<file path="src/rtl/spi_p2s_master.sv">
// SPI mode-0 master: shifts one 40-bit register-access frame (addr, rw, 6 idle, data) out MSB first.
// Define SPI_MASTER_READ_EN to transmit rw and capture read data from spi_miso; otherwise every frame is a write.
module spi_p2s_master #(
  parameter int CLK_DIV = 2,
  parameter int CS_GAP  = 4
) (
  input  logic        clk,
  input  logic        rst_n,
  input  logic        start,
  input  logic        rw,
  input  logic [16:0] addr,
  input  logic [15:0] wdata,
  output logic        busy,
  output logic        done,
  output logic [15:0] rdata,
  output logic        spi_clk,
  output logic        spi_ss_n,
  output logic        spi_mosi,
  input  logic        spi_miso
);

  localparam int HW = $clog2(CLK_DIV + 1);
  localparam int GW = $clog2(CS_GAP + 1);

  typedef enum logic [2:0] {S_IDLE, S_SETUP, S_SHIFT, S_HOLD, S_GAP} state_e;

  state_e          state_q, state_d;
  logic [HW-1:0]   hcnt_q, hcnt_d;
  logic [GW-1:0]   gcnt_q, gcnt_d;
  logic [5:0]      bit_q, bit_d;
  logic [39:0]     sreg_q, sreg_d;
  logic            sclk_q, sclk_d;
  logic            ss_n_q, ss_n_d;
  logic            mosi_q, mosi_d;
  logic            busy_q, busy_d;
  logic            done_q, done_d;
  logic            accept;
  logic            half_hit, gap_hit;
  logic            rw_eff;
  logic [39:0]     frame;

`ifdef SPI_MASTER_READ_EN
  logic            rd_q, rd_d;
  logic [15:0]     rx_q, rx_d;
  logic [15:0]     rdata_q, rdata_d;
  assign rw_eff = rw;
`else
  logic            unused_inputs;
  assign rw_eff        = 1'b0;
  assign unused_inputs = ^{rw, spi_miso};
`endif

  // Reads carry zeros in the data slots; the slave drives MISO there instead.
  assign frame    = {addr, rw_eff, 6'b0, (rw_eff ? 16'h0000 : wdata)};
  assign half_hit = (hcnt_q == HW'(CLK_DIV - 1));
  assign gap_hit  = (gcnt_q == GW'(CS_GAP - 1));

  always_comb begin
    state_d = state_q;
    hcnt_d  = hcnt_q;
    gcnt_d  = gcnt_q;
    bit_d   = bit_q;
    sreg_d  = sreg_q;
    sclk_d  = sclk_q;
    ss_n_d  = ss_n_q;
    mosi_d  = mosi_q;
    busy_d  = busy_q;
    done_d  = 1'b0;
    accept  = 1'b0;
`ifdef SPI_MASTER_READ_EN
    rd_d    = rd_q;
    rx_d    = rx_q;
    rdata_d = rdata_q;
`endif
    case (state_q)
      S_IDLE: accept = start;
      S_SETUP: begin
        if (half_hit) begin
          state_d = S_SHIFT;
          sclk_d  = 1'b1;
          hcnt_d  = '0;
        end else begin
          hcnt_d = hcnt_q + HW'(1);
        end
      end
      S_SHIFT: begin
        if (half_hit) begin
          hcnt_d = '0;
          sclk_d = ~sclk_q;
          if (sclk_q) begin
            if (bit_q == 6'd39) begin
              state_d = S_HOLD;
              mosi_d  = 1'b0;
            end else begin
              bit_d  = bit_q + 6'd1;
              mosi_d = sreg_q[39];
              sreg_d = {sreg_q[38:0], 1'b0};
            end
          end
`ifdef SPI_MASTER_READ_EN
          else if (bit_q >= 6'd24) begin
            rx_d = {rx_q[14:0], spi_miso};
          end
`endif
        end else begin
          hcnt_d = hcnt_q + HW'(1);
        end
      end
      S_HOLD: begin
        if (half_hit) begin
          state_d = S_GAP;
          ss_n_d  = 1'b1;
          done_d  = 1'b1;
          gcnt_d  = '0;
`ifdef SPI_MASTER_READ_EN
          if (rd_q) rdata_d = rx_q;
`endif
        end else begin
          hcnt_d = hcnt_q + HW'(1);
        end
      end
      S_GAP: begin
        // The edge that ends the gap may already accept the next request.
        if (gap_hit) begin
          state_d = S_IDLE;
          busy_d  = 1'b0;
          accept  = start;
        end else begin
          gcnt_d = gcnt_q + GW'(1);
        end
      end
      default: state_d = S_IDLE;
    endcase

    if (accept) begin
      state_d = S_SETUP;
      hcnt_d  = '0;
      bit_d   = '0;
      busy_d  = 1'b1;
      ss_n_d  = 1'b0;
      sclk_d  = 1'b0;
      mosi_d  = frame[39];
      sreg_d  = {frame[38:0], 1'b0};
`ifdef SPI_MASTER_READ_EN
      rd_d    = rw_eff;
`endif
    end
  end

  always_ff @(posedge clk or negedge rst_n) begin
    if (!rst_n) begin
      state_q <= S_IDLE;
      hcnt_q  <= '0;
      gcnt_q  <= '0;
      bit_q   <= '0;
      sreg_q  <= '0;
      sclk_q  <= 1'b0;
      ss_n_q  <= 1'b1;
      mosi_q  <= 1'b0;
      busy_q  <= 1'b0;
      done_q  <= 1'b0;
`ifdef SPI_MASTER_READ_EN
      rd_q    <= 1'b0;
      rx_q    <= '0;
      rdata_q <= '0;
`endif
    end else begin
      state_q <= state_d;
      hcnt_q  <= hcnt_d;
      gcnt_q  <= gcnt_d;
      bit_q   <= bit_d;
      sreg_q  <= sreg_d;
      sclk_q  <= sclk_d;
      ss_n_q  <= ss_n_d;
      mosi_q  <= mosi_d;
      busy_q  <= busy_d;
      done_q  <= done_d;
`ifdef SPI_MASTER_READ_EN
      rd_q    <= rd_d;
      rx_q    <= rx_d;
      rdata_q <= rdata_d;
`endif
    end
  end

  assign busy     = busy_q;
  assign done     = done_q;
  assign spi_clk  = sclk_q;
  assign spi_ss_n = ss_n_q;
  assign spi_mosi = mosi_q;
`ifdef SPI_MASTER_READ_EN
  assign rdata    = rdata_q;
`else
  assign rdata    = 16'h0000;
`endif

  a_done_ss: assert property (@(posedge clk) disable iff (!rst_n) done_q |-> ss_n_q);
  a_sclk_ss: assert property (@(posedge clk) disable iff (!rst_n) sclk_q |-> !ss_n_q);
  a_bit_rng: assert property (@(posedge clk) disable iff (!rst_n) bit_q <= 6'd39);

endmodule

</file>
<file path="config.mk">
export PLATFORM = sky130hd
export DESIGN_NAME = spi_p2s_master
export DESIGN_NICKNAME = d
export VERILOG_FILES = /design/src/rtl/spi_p2s_master.sv
export SDC_FILE = /design/constraint.sdc
export NUM_CORES = 1
export LEC_CHECK = 0
export ABC_AREA = 1
export CAP_MARGIN = 20
export CORE_ASPECT_RATIO = 0.75
export CORE_MARGIN = 5
export CORE_UTILIZATION = 52
export DETAILED_ROUTE_END_ITERATION = 10
export GPL_ROUTABILITY_DRIVEN = 0
export PLACE_DENSITY = 0.79
export SLEW_MARGIN = 20
export SYNTH_ARGS = -nofsm -noshare
export SYNTH_HDL_FRONTEND = slang
export SYNTH_SLANG_ARGS = --single-unit
</file>
<file path="constraint.sdc">
create_clock -name clk -period 1.7 [get_ports clk]
set_input_delay 0.17 -clock clk [delete_from_list [all_inputs] [get_ports clk]]
set_output_delay 0.17 -clock clk [all_outputs]
set_load 0.02 [all_outputs]
</file>
; ---- Word-level counts from Yosys, hierarchy flattened
; Cells that the tools add are included.
[op_classes]
add_sub_neg = 3
multipliers = 0
n_div = 0
order_cmp = 0
n_eq_ne = 18
n_shift = 0
n_mux = 43
n_bitwise = 1
reduce_logical = 19
[op_table]
columns = operator, count
row1 = $mux W40, 5
row2 = $mux W6, 5
row3 = $mux W3, 9
row4 = $ne A3 B3 Y1 const B, 7
row5 = $mux W1, 16
row6 = $pmux W3 S5, 1
row7 = $reduce_bool A2 Y1, 7
row8 = $eq A3 B2 Y1 const B, 3
row9 = $reduce_and A3 Y1, 3
row10 = $ne A2 B2 Y1 const B, 4
row11 = $reduce_and A7 Y1, 1
row12 = $add A6 B1 Y6 const B, 1
row13 = $eq A6 B6 Y1 const B, 1
row14 = $mux W2, 3
row15 = $pmux W3 S2, 1
row16 = $reduce_and A2 Y1, 3
row17 = $reduce_bool A3 Y1, 2
row18 = $pmux W1 S2, 2
row19 = $pmux W2 S2, 1
row20 = $reduce_and A4 Y1, 1
row21 = $add A3 B1 Y3 const B, 1
row22 = $eq A3 B1 Y1 const B, 1
row23 = $eq A3 B3 Y1 const B, 1
row24 = $logic_not A3 Y1, 1
row25 = 4 further kinds, 4
[totals]
regBits = 59
latch_bits = 0
ramBits = 0
romBits = 0
in_bits = 38
output_inout_bits = 21
word_cells = 94
memories = 0

; ---- Longest topological paths before layout
[depth]
depth_word = 6
mapped_depth = 11
mapped_depth_nobuf = 11

; ---- Worst setup path before layout
; No wires, ideal clock.
[synth_path]
path_kind = register to register
startpoint = register gcnt_q[0]
endpoint = register sreg_q[12]
setup_time_ns = 0.116
t_arrival_ns = 1.438
path_slack_ns = 0.146
stages_incl_launch_ff = 12
n_path_buf = 1
period_less_slack_ns = 1.554
path_cell_list = dfrtp_1 ha_1 ha_1 inv_1 nand2_1 nand3_2 nand2_1 nand2_2 inv_2 buf_2 nand2_1 nand2_1
[synth_via]
elab_chain_cells = 5
word_cells_on_any_way = 9
cone_classes = eq/ne: 2 / mux: 3 / reduce/logical: 4
[synth_lines]
columns = element, line_no
row1 = "start, declared", 29  ; logic [GW-1:0] gcnt_q, gcnt_d;
row2 = "start signal, assigned", 170  ; gcnt_q <= gcnt_d;
row3 = $eq A3 B2 Y1 *, 56  ; assign gap_hit = (gcnt_q == GW'(CS_GAP - 1));
row4 = $mux W1 *, 124  ; if (gap_hit) begin
row5 = $pmux W1 S2 *, 75  ; case (state_q)
row6 = $ne A2 B2 Y1 (no line) or $reduce_bool A2 Y1 (tied branches), -
row7 = $reduce_and A4 Y1 (no line), -
row8 = "end signal, assigned", 172  ; sreg_q <= sreg_d;
row9 = "end, declared", 31  ; logic [39:0] sreg_q, sreg_d;
; Every way passes the cells marked *; elsewhere a longest branch is shown, timed or not.
; A chain may end at the register's enable or synchronous reset.

; ---- Worst setup path in the final report
[layout_path]
startpoint = register gcnt_q[1]
endpoint = register sreg_q[2]
; Same word-level chain as after synthesis.

==> impl_metrics.yaml <==
placed_design:
  place.port_buffers: 40
  dp_hpwl_um: 4050
timing:
  fmax_mhz: 587
  final.period_utilization: 1.00
  final.setup_skew_ns: 0.0124
  timing_hold_violations_final: 0
  slew_viol_final: 0
  finalWorstPathRequiredPeriod_ns: 1.70
  setup-violations-final: 1
  worst_slack_ns: -0.00276
  worst_hold_slack_ns: 0.354
critical_path:
  worstSetupEndpoint: "sreg_q[2]$_DFFE_PN0P_"
  r2r.worst_path.cells: 10
  cp-end-kind: "register"
  cpMostUsedCell: "sky130_fd_sc_hd__nand2_1"
  r2r_start: "gcnt_q[1]$_DFFE_PN0P_"
  cp.required_ns: 1.93
  cp-startpoint: "gcnt_q[1]$_DFFE_PN0P_"
  r2r_slack_ns: -0.003
  timing.critical_path.fanout_max: 7
  path_class: "reg2reg"
  worstSetupStartpointType: "register"
  worst_path_arrival_time_ns: 1.94
  worst_path_max_delay_cell: "sky130_fd_sc_hd__dfrtp_1"
  worst_path_largest_cell_delay_ns: 0.37
  reg2reg_to: "sreg_q[2]$_DFFE_PN0P_"
  path_cells: "ha_2 > ha_4 > inv_2 > nand2_2 > nand3_4 > nand2_4 > nand2_8 > clkbuf_16 > nand2_1 > nand2_1"
pwr:
  power_switching_share: 0.407
  irDropWorstVdd_uv: 693
  power.share.combinational: 0.474
  proportion_of_power_drawn_by_flip_flops_and_latches: 0.344
  internal_power_uw: 3710
  pwr_dens_nw_per_um2: 1610
  power_uw: 6250
  power.leakage_uw: 0.00214
  clkPwrFrac: 0.182
  p_switching_uw: 2550
clock_tree:
  numCtsBuffers: 9
  worst_setup_hold_path_clk_slew_ns: 0.06
  htree_num_levels: 3
  cts.root.buffer_cell: "sky130_fd_sc_hd__clkbuf_8"
  cts_tree: "yes"
  number_of_clock_sinks: 58
  cts.path.max_buffers: 2
  worst_skew_pair.late_latency_ns: 0.35
synthesis:
  synth_top_cells_by_count: "247 x sky130_fd_sc_hd__nand2_1, 57 x sky130_fd_sc_hd__dfrtp_1, 17 x sky130_fd_sc_hd__buf_4, 17 x sky130_fd_sc_hd__nor2_1, 16 x sky130_fd_sc_hd__inv_1"
  ys_seq_elements: 58
  async_flop_share: 1.00
  synth_enable_flop_cells: 0
  yosysMostFrequentCell: "sky130_fd_sc_hd__nand2_1"
  post_synth_instance_area_um2: 2990
  yosysUniqueCellTypes: 25
  netlist.top_cell.by_area: "sky130_fd_sc_hd__dfrtp_1"
  dominant_register_cell_in_the_synthesized_netlist: "sky130_fd_sc_hd__dfrtp_1"
  synth.top_cell.area_share: 0.478
  syn_avg_cell_area_um2: 7.28
  synth_seq_area_share: 0.486
  post_synth_main_area_contributors: "sky130_fd_sc_hd__dfrtp_1 48%, sky130_fd_sc_hd__nand2_1 31%, sky130_fd_sc_hd__buf_4 4.3%"
  synthCells: 410
  synthesis.yosys.warnings: 0
layout:
  final_layout_size_suffix_gt1_frac: 0.116
  final_nets: 510
  fillers: 411
  core_occupancy_in_the_finished_layout: 0.712
  n_antenna_cell: 0
  syn_to_final_growth_pct: 30.3
drt:
  dr_iter_0_viols: 354
  detail_route.drc_violations: 0
  drtPass1Iterations: 5
  detailroute.via_count: 2706
  antenna_left: 0
  routed_via_density: 4.94
  finalWirelength_um: 7410
  detail_route.wl_per_cell_um: 13.5
job:
  drv.max_cap_violation_count: 0
floorplan:
  fp.dieArea_um2: 7370
  core_um2: 5470
  start_util: 0.546
  top_level_ports: 59
  die_x_um: 97.5
  rows: 23
  die-height_um: 75.6
global_route:
  largest_net_degree_at_the_start_of_global_routing: 59
  vias_in_the_first_global_route: 2461
  grt-ovfl-total: 0
  overall_fraction_of_global_route_tracks_in_use: 0.183
  grt_first_pass_wirelength_um: 10800
  number_of_antenna_violations_at_the_first_check_in_global_routing: 0
run_status:
  violations: "negative setup slack"
  outcome: "finished, violations left"
min_path:
  hold_path_class: "in2async"
==> power groups by stage <==
stage                     combinational [uW]  sequential (uW)  clock, uW
after global placement                  2230             2130          0
after floorplan                         1670             2130          0
final                                   2970             2150       1140
after CTS                               2450             2130       1140
after global routing                    3290             2180       1220
after detailed placement                2300             2150          0
==> per-stage QoR <==
step / cell area [um2] / setup TNS (ns) / std cells / setup slack (ns)
6_report: 3890 / -0.00276 / 548 / -0.00276
5_1_grt: 3890 / -0.413 / 548 / -0.0611
4_1_cts: 3690 / 0 / 540 / 0.0116
3_5_place_dp: 3470 / -4.53 / 523 / -0.162
3_3_place_gp: 3470 / -2.26 / 523 / -0.0823
2_1_floorplan: 3040 / 0 / 425 / 0.146
==> cell families after synthesis <==
logic type	share of synthesized area
AOI/OAI and AO/OA	0.0222
xor gates and xnor gates	0.00587
adders and majority gates	0.0126
buffers and inverters	0.0976
DFF	0.486
other	0.00126
and+or+nand+nor	0.374
==> area by class of cell <==
class,count,area [um2],area share
flip-flops and latches,58,1450,0.373
multi-input cells,318,1360,0.350
repair buffers,63,726,0.186
clock buffers,12,155,0.0399
well taps,75,93.8,0.0241
inverters,19,86.3,0.0222
clock inverters,3,15.0,0.00386
==> layout by cell type (no fill, tap or decap), types with 2 or more instances in the layout <==
master	count
sky130_fd_sc_hd__nand2_1	245
sky130_fd_sc_hd__dfrtp_1	57
sky130_fd_sc_hd__clkdlybuf4s50_1	39
sky130_fd_sc_hd__nor2_1	17
sky130_fd_sc_hd__conb_1	16
sky130_fd_sc_hd__inv_1	15
sky130_fd_sc_hd__clkbuf_8	11
sky130_fd_sc_hd__nand3_1	9
sky130_fd_sc_hd__buf_4	9
sky130_fd_sc_hd__a21oi_1	5
sky130_fd_sc_hd__clkbuf_16	4
sky130_fd_sc_hd__buf_6	4
sky130_fd_sc_hd__buf_12	4
sky130_fd_sc_hd__nand4_1	3
sky130_fd_sc_hd__o21ai_0	3
sky130_fd_sc_hd__nand2_4	3
sky130_fd_sc_hd__clkinv_2	3
sky130_fd_sc_hd__inv_2	2
sky130_fd_sc_hd__nand2_2	2
sky130_fd_sc_hd__xor2_1	2
==> worst min path at each step <==
stage	startpoint	to	slack, ns
after detailed placement	rst_n	done$_DFF_PN0_	0.19
after floorplan	rst_n	bit_q[0]$_DFFE_PN0P_	-0.13
final	rst_n	gcnt_q[1]$_DFFE_PN0P_	0.35
after global placement	rst_n	done$_DFF_PN0_	0.19
after global routing	wdata[0]	sreg_q[1]$_DFFE_PN0P_	0.39
after CTS	rst_n	sreg_q[30]$_DFFE_PN0P_	0.37
==> state kept, by name, summed over array words and instances (netlist names), 2 cells and up <==
signal and count:
hcnt_q 2, bit_q 6, state_q 3, gcnt_q 3, sreg_q 39
==> worst max-delay path: cells and delay by family (launching register included) <==
kind | cells | cell delay (ns)
adders and majority gates | 2 | 0.33
and+or+nand+nor | 6 | 0.66
DFF | 1 | 0.37
buffers and inverters | 2 | 0.21
==> timing repair <==
action | 4_1_cts | 5_1_grt
pin swaps | 0 | 5
endpoints found under the hold margin | 57 | 0
gates resized for setup | 6 | 16
endpoints found under the setup margin | 45 | 48
setup buffers | 0 | 1
hold buffers | 1 | 0
gates cloned | 1 | 7
==> layer usage <==
metal | wire [um] | GRT usage | vias to the layer above | share of wire
met4 | 82 | 0.0522 | 0 | 0.011
li1 | - | - | 1334 | -
met5 | 0 | 0 | - | 0
met2 | 3420 | 0.300 | 132 | 0.46
met1 | 3190 | 0.231 | 1228 | 0.43
met3 | 723 | 0.0704 | 12 | 0.098
No activity file was read; power rests on OpenSTA's default activity.
==> RTL edit 1: new RTL, same flow settings <==
Register the inputs `start`, `addr` and `wdata` before use. The logic sees them one clock later. The other inputs are not delayed to match.
--- a/src/rtl/spi_p2s_master.sv
+++ b/src/rtl/spi_p2s_master.sv
@@ -24,6 +24,16 @@
 
   typedef enum logic [2:0] {S_IDLE, S_SETUP, S_SHIFT, S_HOLD, S_GAP} state_e;
 
+  logic start_q;
+  logic [16:0] addr_q;
+  logic [15:0] wdata_q;
+
+  always_ff @(posedge clk) begin
+    start_q <= start;
+    addr_q  <= addr;
+    wdata_q <= wdata;
+  end
+
   state_e          state_q, state_d;
   logic [HW-1:0]   hcnt_q, hcnt_d;
   logic [GW-1:0]   gcnt_q, gcnt_d;
@@ -51,7 +61,7 @@
 `endif
 
   // Reads carry zeros in the data slots; the slave drives MISO there instead.
-  assign frame    = {addr, rw_eff, 6'b0, (rw_eff ? 16'h0000 : wdata)};
+  assign frame    = {addr_q, rw_eff, 6'b0, (rw_eff ? 16'h0000 : wdata_q)};
   assign half_hit = (hcnt_q == HW'(CLK_DIV - 1));
   assign gap_hit  = (gcnt_q == GW'(CS_GAP - 1));
 
@@ -73,7 +83,7 @@
     rdata_d = rdata_q;
 `endif
     case (state_q)
-      S_IDLE: accept = start;
+      S_IDLE: accept = start_q;
       S_SETUP: begin
         if (half_hit) begin
           state_d = S_SHIFT;
@@ -124,7 +134,7 @@
         if (gap_hit) begin
           state_d = S_IDLE;
           busy_d  = 1'b0;
-          accept  = start;
+          accept  = start_q;
         end else begin
           gcnt_d = gcnt_q + GW'(1);
         end
Behaviour: not the same (a bounded check fails within 4 cycles, from zero or initial values and one cycle with rst_n low).
==> RTL edit 1 against the original RTL <==
  * Sequential cell count is 34 higher
  * Worst setup slack better by 43 ps
  * First-iteration DRC count is 57% lower
  * Wire length is 0.46% higher
  * Synthesized area is 24% higher
  * Cell area is 21% higher
  * Hold slack worse by 110 ps
  * Critical path depth is 1 higher
  * Total power is 21% higher
  * Clock skew is 3.2 ps lower
  * Critical path type unchanged
  * Critical endpoint is now sreg_q[34]$_DFFE_PN0P_
==> RTL edit 1: results (changes against the original RTL) <==
input/output buffers=40 (unchanged); Synth cell types=30 (+20%); flop2flop setup slack=40 ps (+40 ps); global-route wire length before repair=11.7 mm (+8.4%); Worst-path clk slew=90 ps (+30 ps); Crit-path slowest cell=dfrtp_1; outcome=finished, final reports clean; crit-path leading delay family=simple AND/OR/NAND/NOR gates; Seq/Total Area, Yosys=0.574 (+0.0875); Num CTS Buffers=9 (unchanged); drt first-iter violations=152 (-57%); antenna diode count=0 (unchanged); Root Driver=clkbuf_8; post-DP HPWL=4.52 mm (+11%); synth top area cells=dfrtp_1 (38%), nand2_1 (23%), dfxtp_1 (18%); biggest regs=sreg_q: 39 flops, addr_q: 17 flops, wdata_q: 16 flops; cell leakage power=2.42 nW (+13%); initial antenna violation count=0 (unchanged); worst-path fanout max=7 (unchanged); period utilization=0.976 (-0.0253); Post-Place Setup Slack=-25.2 ps (+137 ps); vias in the first global route=2741 (+11%); Final nets=540 (+5.9%); largest net degree at the start of global routing=59 (unchanged); H-tree levels=3 (unchanged); Vias/cell=4.81 (-2.7%); Skew-Pair Late Insertion Delay=350 ps (about the same); VDD IR max=0.000608 V (-12%); crit path DAT=1910 ps (-30 ps); Synth async-reset ratio=0.630 (-0.370); Total Routing Usage GR=0.159 (-0.0235); placed cell area=0.00416 mm² (+20%); Worst Hold Class=primary input to flop; routed wire length=7.44 mm (+0.46%); layout cell share with drive strength beyond 1=0.133 (+0.0167); internal power=4.83 mW (+30%); Max Root-Sink Buffers=2 (unchanged); most frequent cells after synthesis=nand2_1 (226), dfrtp_1 (57), dfxtp_1 (34); Largest stage delay, worst path=370 ps (about the same); 1st-pass router iterations=4 (-1); synth warn=0 (unchanged); Clock Skews=9.24 ps (-3.19 ps)
==> RTL edit 1: cell families (layout without fill, tap and decap cells) <==
logic type                 count (synthesis)  after routing  share of synthesized area
adders and majority gates                  3              3                     0.0101
other                                      1             16                    0.00101
and+or+nand+nor                          268            268                      0.294
xor gates and xnor gates                   2              2                    0.00471
AOI/OAI and AO/OA                         17             17                     0.0249
DFF                                       92             92                      0.574
muxes                                      1              1                    0.00269
buffers and inverters                     52            105                     0.0892
==> RTL edit 1: power by group through the flow <==
stage,Sequential (mW),Combinational [mW],Clock [mW]
floorplan,2.95,1.82,0
global placement,2.94,2.28,0
detailed placement,2.96,2.37,0
CTS,2.92,2.40,1.69
global route,2.99,3.36,1.77
finish,2.93,3.01,1.65
==> RTL edit 1: worst register-to-register path, delay by kind of cell (launching register included) <==
family | cells | cell delay [ps]
buffers and inverters | 3 | 380
flip-flops | 1 | 370
adder cells (fa/ha/maj) | 2 | 330
AND/OR/NAND/NOR | 6 | 490
==> RTL edit 1: final timing paths <==
kind	end	start	cells past startpoint
max	sreg_q[34]$_DFFE_PN0P_	gcnt_q[0]$_DFFE_PN0P_	11
min	addr_q[11]$_DFF_P_	addr[11]	1
max reg2reg	sreg_q[34]$_DFFE_PN0P_	gcnt_q[0]$_DFFE_PN0P_	11
min reg2reg	sreg_q[1]$_DFFE_PN0P_	wdata_q[0]$_DFF_P_	2
max in group asynchronous	spi_ss_n$_DFFE_PN1P_	rst_n	3
min in group asynchronous	sreg_q[14]$_DFFE_PN0P_	rst_n	3
==> RTL edit 1: routing by layer <==
layer  routed length (µm)  vias up  track usage
met3                  493       14       0.0481
met4                  102        0       0.0550
met1                 3310     1361        0.201
li1                     -     1429            -
met2                 3540       89        0.261
met5                    0        -            0
==> RTL edit 1: timing repair <==
item / 4_1_cts / 5_1_grt
pin swaps: 0 / 9
hold buffers: 1 / 0
resized for setup: 2 / 32
setup buffers: 0 / 11
cloned: 0 / 5
hold endpoints to repair: 57 / 0
setup endpoints to repair: 32 / 48
==> RTL edit 1: stage by stage <==
step           hold WS (ps)  cells  utilization  power [mW]
2_1_floorplan          -126    451            -        4.77
3_3_place_gp            195    569        0.603        5.22
3_5_place_dp            198    569        0.603        5.33
4_1_cts                 235    586        0.640        7.01
5_1_grt                 226    602        0.681        8.11
6_report                249    602        0.681        7.60
==> RTL edit 1: cell type report <==
cell class,instances,area [µm²]
clock buffer,12,178
fill,551,2200
sequential,92,2130
timing repair buffer,67,728
tap,98,123
clock inverter,4,58.8
multi-input combinational,307,1370
inverter,22,106
==> RTL edit 2: new RTL, config.mk and constraints unchanged <==
Made on the original files. The parameter `CS_GAP` goes from 4 to 8.
--- a/src/rtl/spi_p2s_master.sv
+++ b/src/rtl/spi_p2s_master.sv
@@ -2,7 +2,7 @@
 // Define SPI_MASTER_READ_EN to transmit rw and capture read data from spi_miso; otherwise every frame is a write.
 module spi_p2s_master #(
   parameter int CLK_DIV = 2,
-  parameter int CS_GAP  = 4
+  parameter int CS_GAP  = 8
 ) (
   input  logic        clk,
   input  logic        rst_n,
Behaviour: same outputs for any inputs over 10 cycles, from zero or initial values and one cycle with rst_n low; that may be too few to reach the edited logic, so the function may still have changed.
==> RTL edit 2 against the original RTL <==
  * Wire length decreased by 12%
  * Cell area rose by 2.8%
  * Sequential cell count grew 1
  * Synthesized area grew 4.4%
  * Worst setup slack gained 78 ps
  * Die area up 3.9%
  * Total power up 10%
  * Critical endpoint is now sreg_q[29]$_DFFE_PN0P_
  * Largest power group unchanged
==> RTL edit 2: results (changes against the original RTL) <==
outcome=finished, final reports clean; synth top area cells=dfrtp_1 (47%), nand2_1 (14%), o21ai_0 (6.9%); switching pwr=2.63 mW (+3.3%); drt first-iter violations=145 (-59%); most frequent cells after synthesis=nand2_1 (116), dfrtp_1 (58), inv_1 (47); global-route wire length before repair=10.2 mm (-5.9%); Largest stage delay, worst path=400 ps (+30 ps); VDD IR max=0.000679 V (-2.1%); Synth cell types=30 (+20%); Final nets=491 (-3.7%); Clock Skews=6.82 ps (-5.61 ps); cell leakage power=1.90 nW (-11%); Power, Total=6.90 mW (+10%); Root Driver=clkbuf_8; combinational power=3.24 mW (+9.1%); layout cell share with drive strength beyond 1=0.167 (+0.0504); routed wire length=6.54 mm (-12%); fillers=464 (+13%); vias in the first global route=2403 (-2.4%); post-DP HPWL=4.23 mm (+4.4%); crit path DAT=1850 ps (-90 ps); XOR/XNOR Fraction of Synth Area=0.0112 (+0.00537); Synth Area in Compound Gates=0.144 (+0.121); largest net degree at the start of global routing=60 (+1.7%); via count=2591 (-4.2%); crit path launch=gcnt_q[0]$_DFFE_PN0P_; adder-cell area share of the yosys netlist=0.00802 (-0.00455); Total Routing Usage GR=0.166 (-0.0165); H-tree levels=3 (unchanged); Seq/Total Area, Yosys=0.474 (-0.0127); biggest regs=sreg_q: 39 flops, bit_q: 6 flops, gcnt_q: 4 flops
-- RTL edit 2: final timing paths --
kind | end | slack (ps) | cells after the start
max | sreg_q[29]$_DFFE_PN0P_ | 80 | 10
min | sreg_q[33]$_DFFE_PN0P_ | 360 | 3
max reg2reg | sreg_q[29]$_DFFE_PN0P_ | 80 | 10
min reg2reg | busy$_DFFE_PN0P_ | 480 | 2
max in group asynchronous | spi_ss_n$_DFFE_PN1P_ | 1030 | 3
min in group clk | sreg_q[1]$_DFFE_PN0P_ | 410 | 3
-- RTL edit 2: metal layers --
layer,wire (µm),GRT usage,part of all wire,vias up
li1,-,-,-,1318
met2,3200,0.280,0.49,67
met4,81,0.0573,0.012,0
met1,2870,0.192,0.44,1201
met3,392,0.0671,0.060,5
met5,0,0,0,-
-- RTL edit 2: tightest hold or removal path, cell delays in order --
cell	delay, ps
dlygate4sd3_1	520
buf_2	120
buf_12	270
-- RTL edit 2: repair_timing --
item | 4_1_cts | 5_1_grt
resized for setup | 0 | 13
setup buffers | 0 | 7
setup endpoints to repair | 0 | 47
endpoints found under the hold margin | 58 | 0
hold buffers | 1 | 0
-- RTL edit 2: cell type report --
class | count | share of cell area
clock buffer | 13 | 0.0447
clock inverter | 3 | 0.0169
inverter | 53 | 0.0516
timing repair buffer | 64 | 0.177
multi-input combinational | 264 | 0.316
sequential | 59 | 0.369
tap | 78 | 0.0244
-- RTL edit 2: metrics by stage --
step                      instances  TNS (ps)  hold WS (ps)  setup slack (ps)  instance area [µm²]
final                           534         0           361              75.2                 4000
after global placement          506         0           197              56.6                 3570
after detailed placement        506         0           197              24.5                 3570
after floorplan                 409         0          -126               115                 3180
after global routing            534      -116           407             -40.2                 4000
after CTS                       523         0           369              20.4                 3830
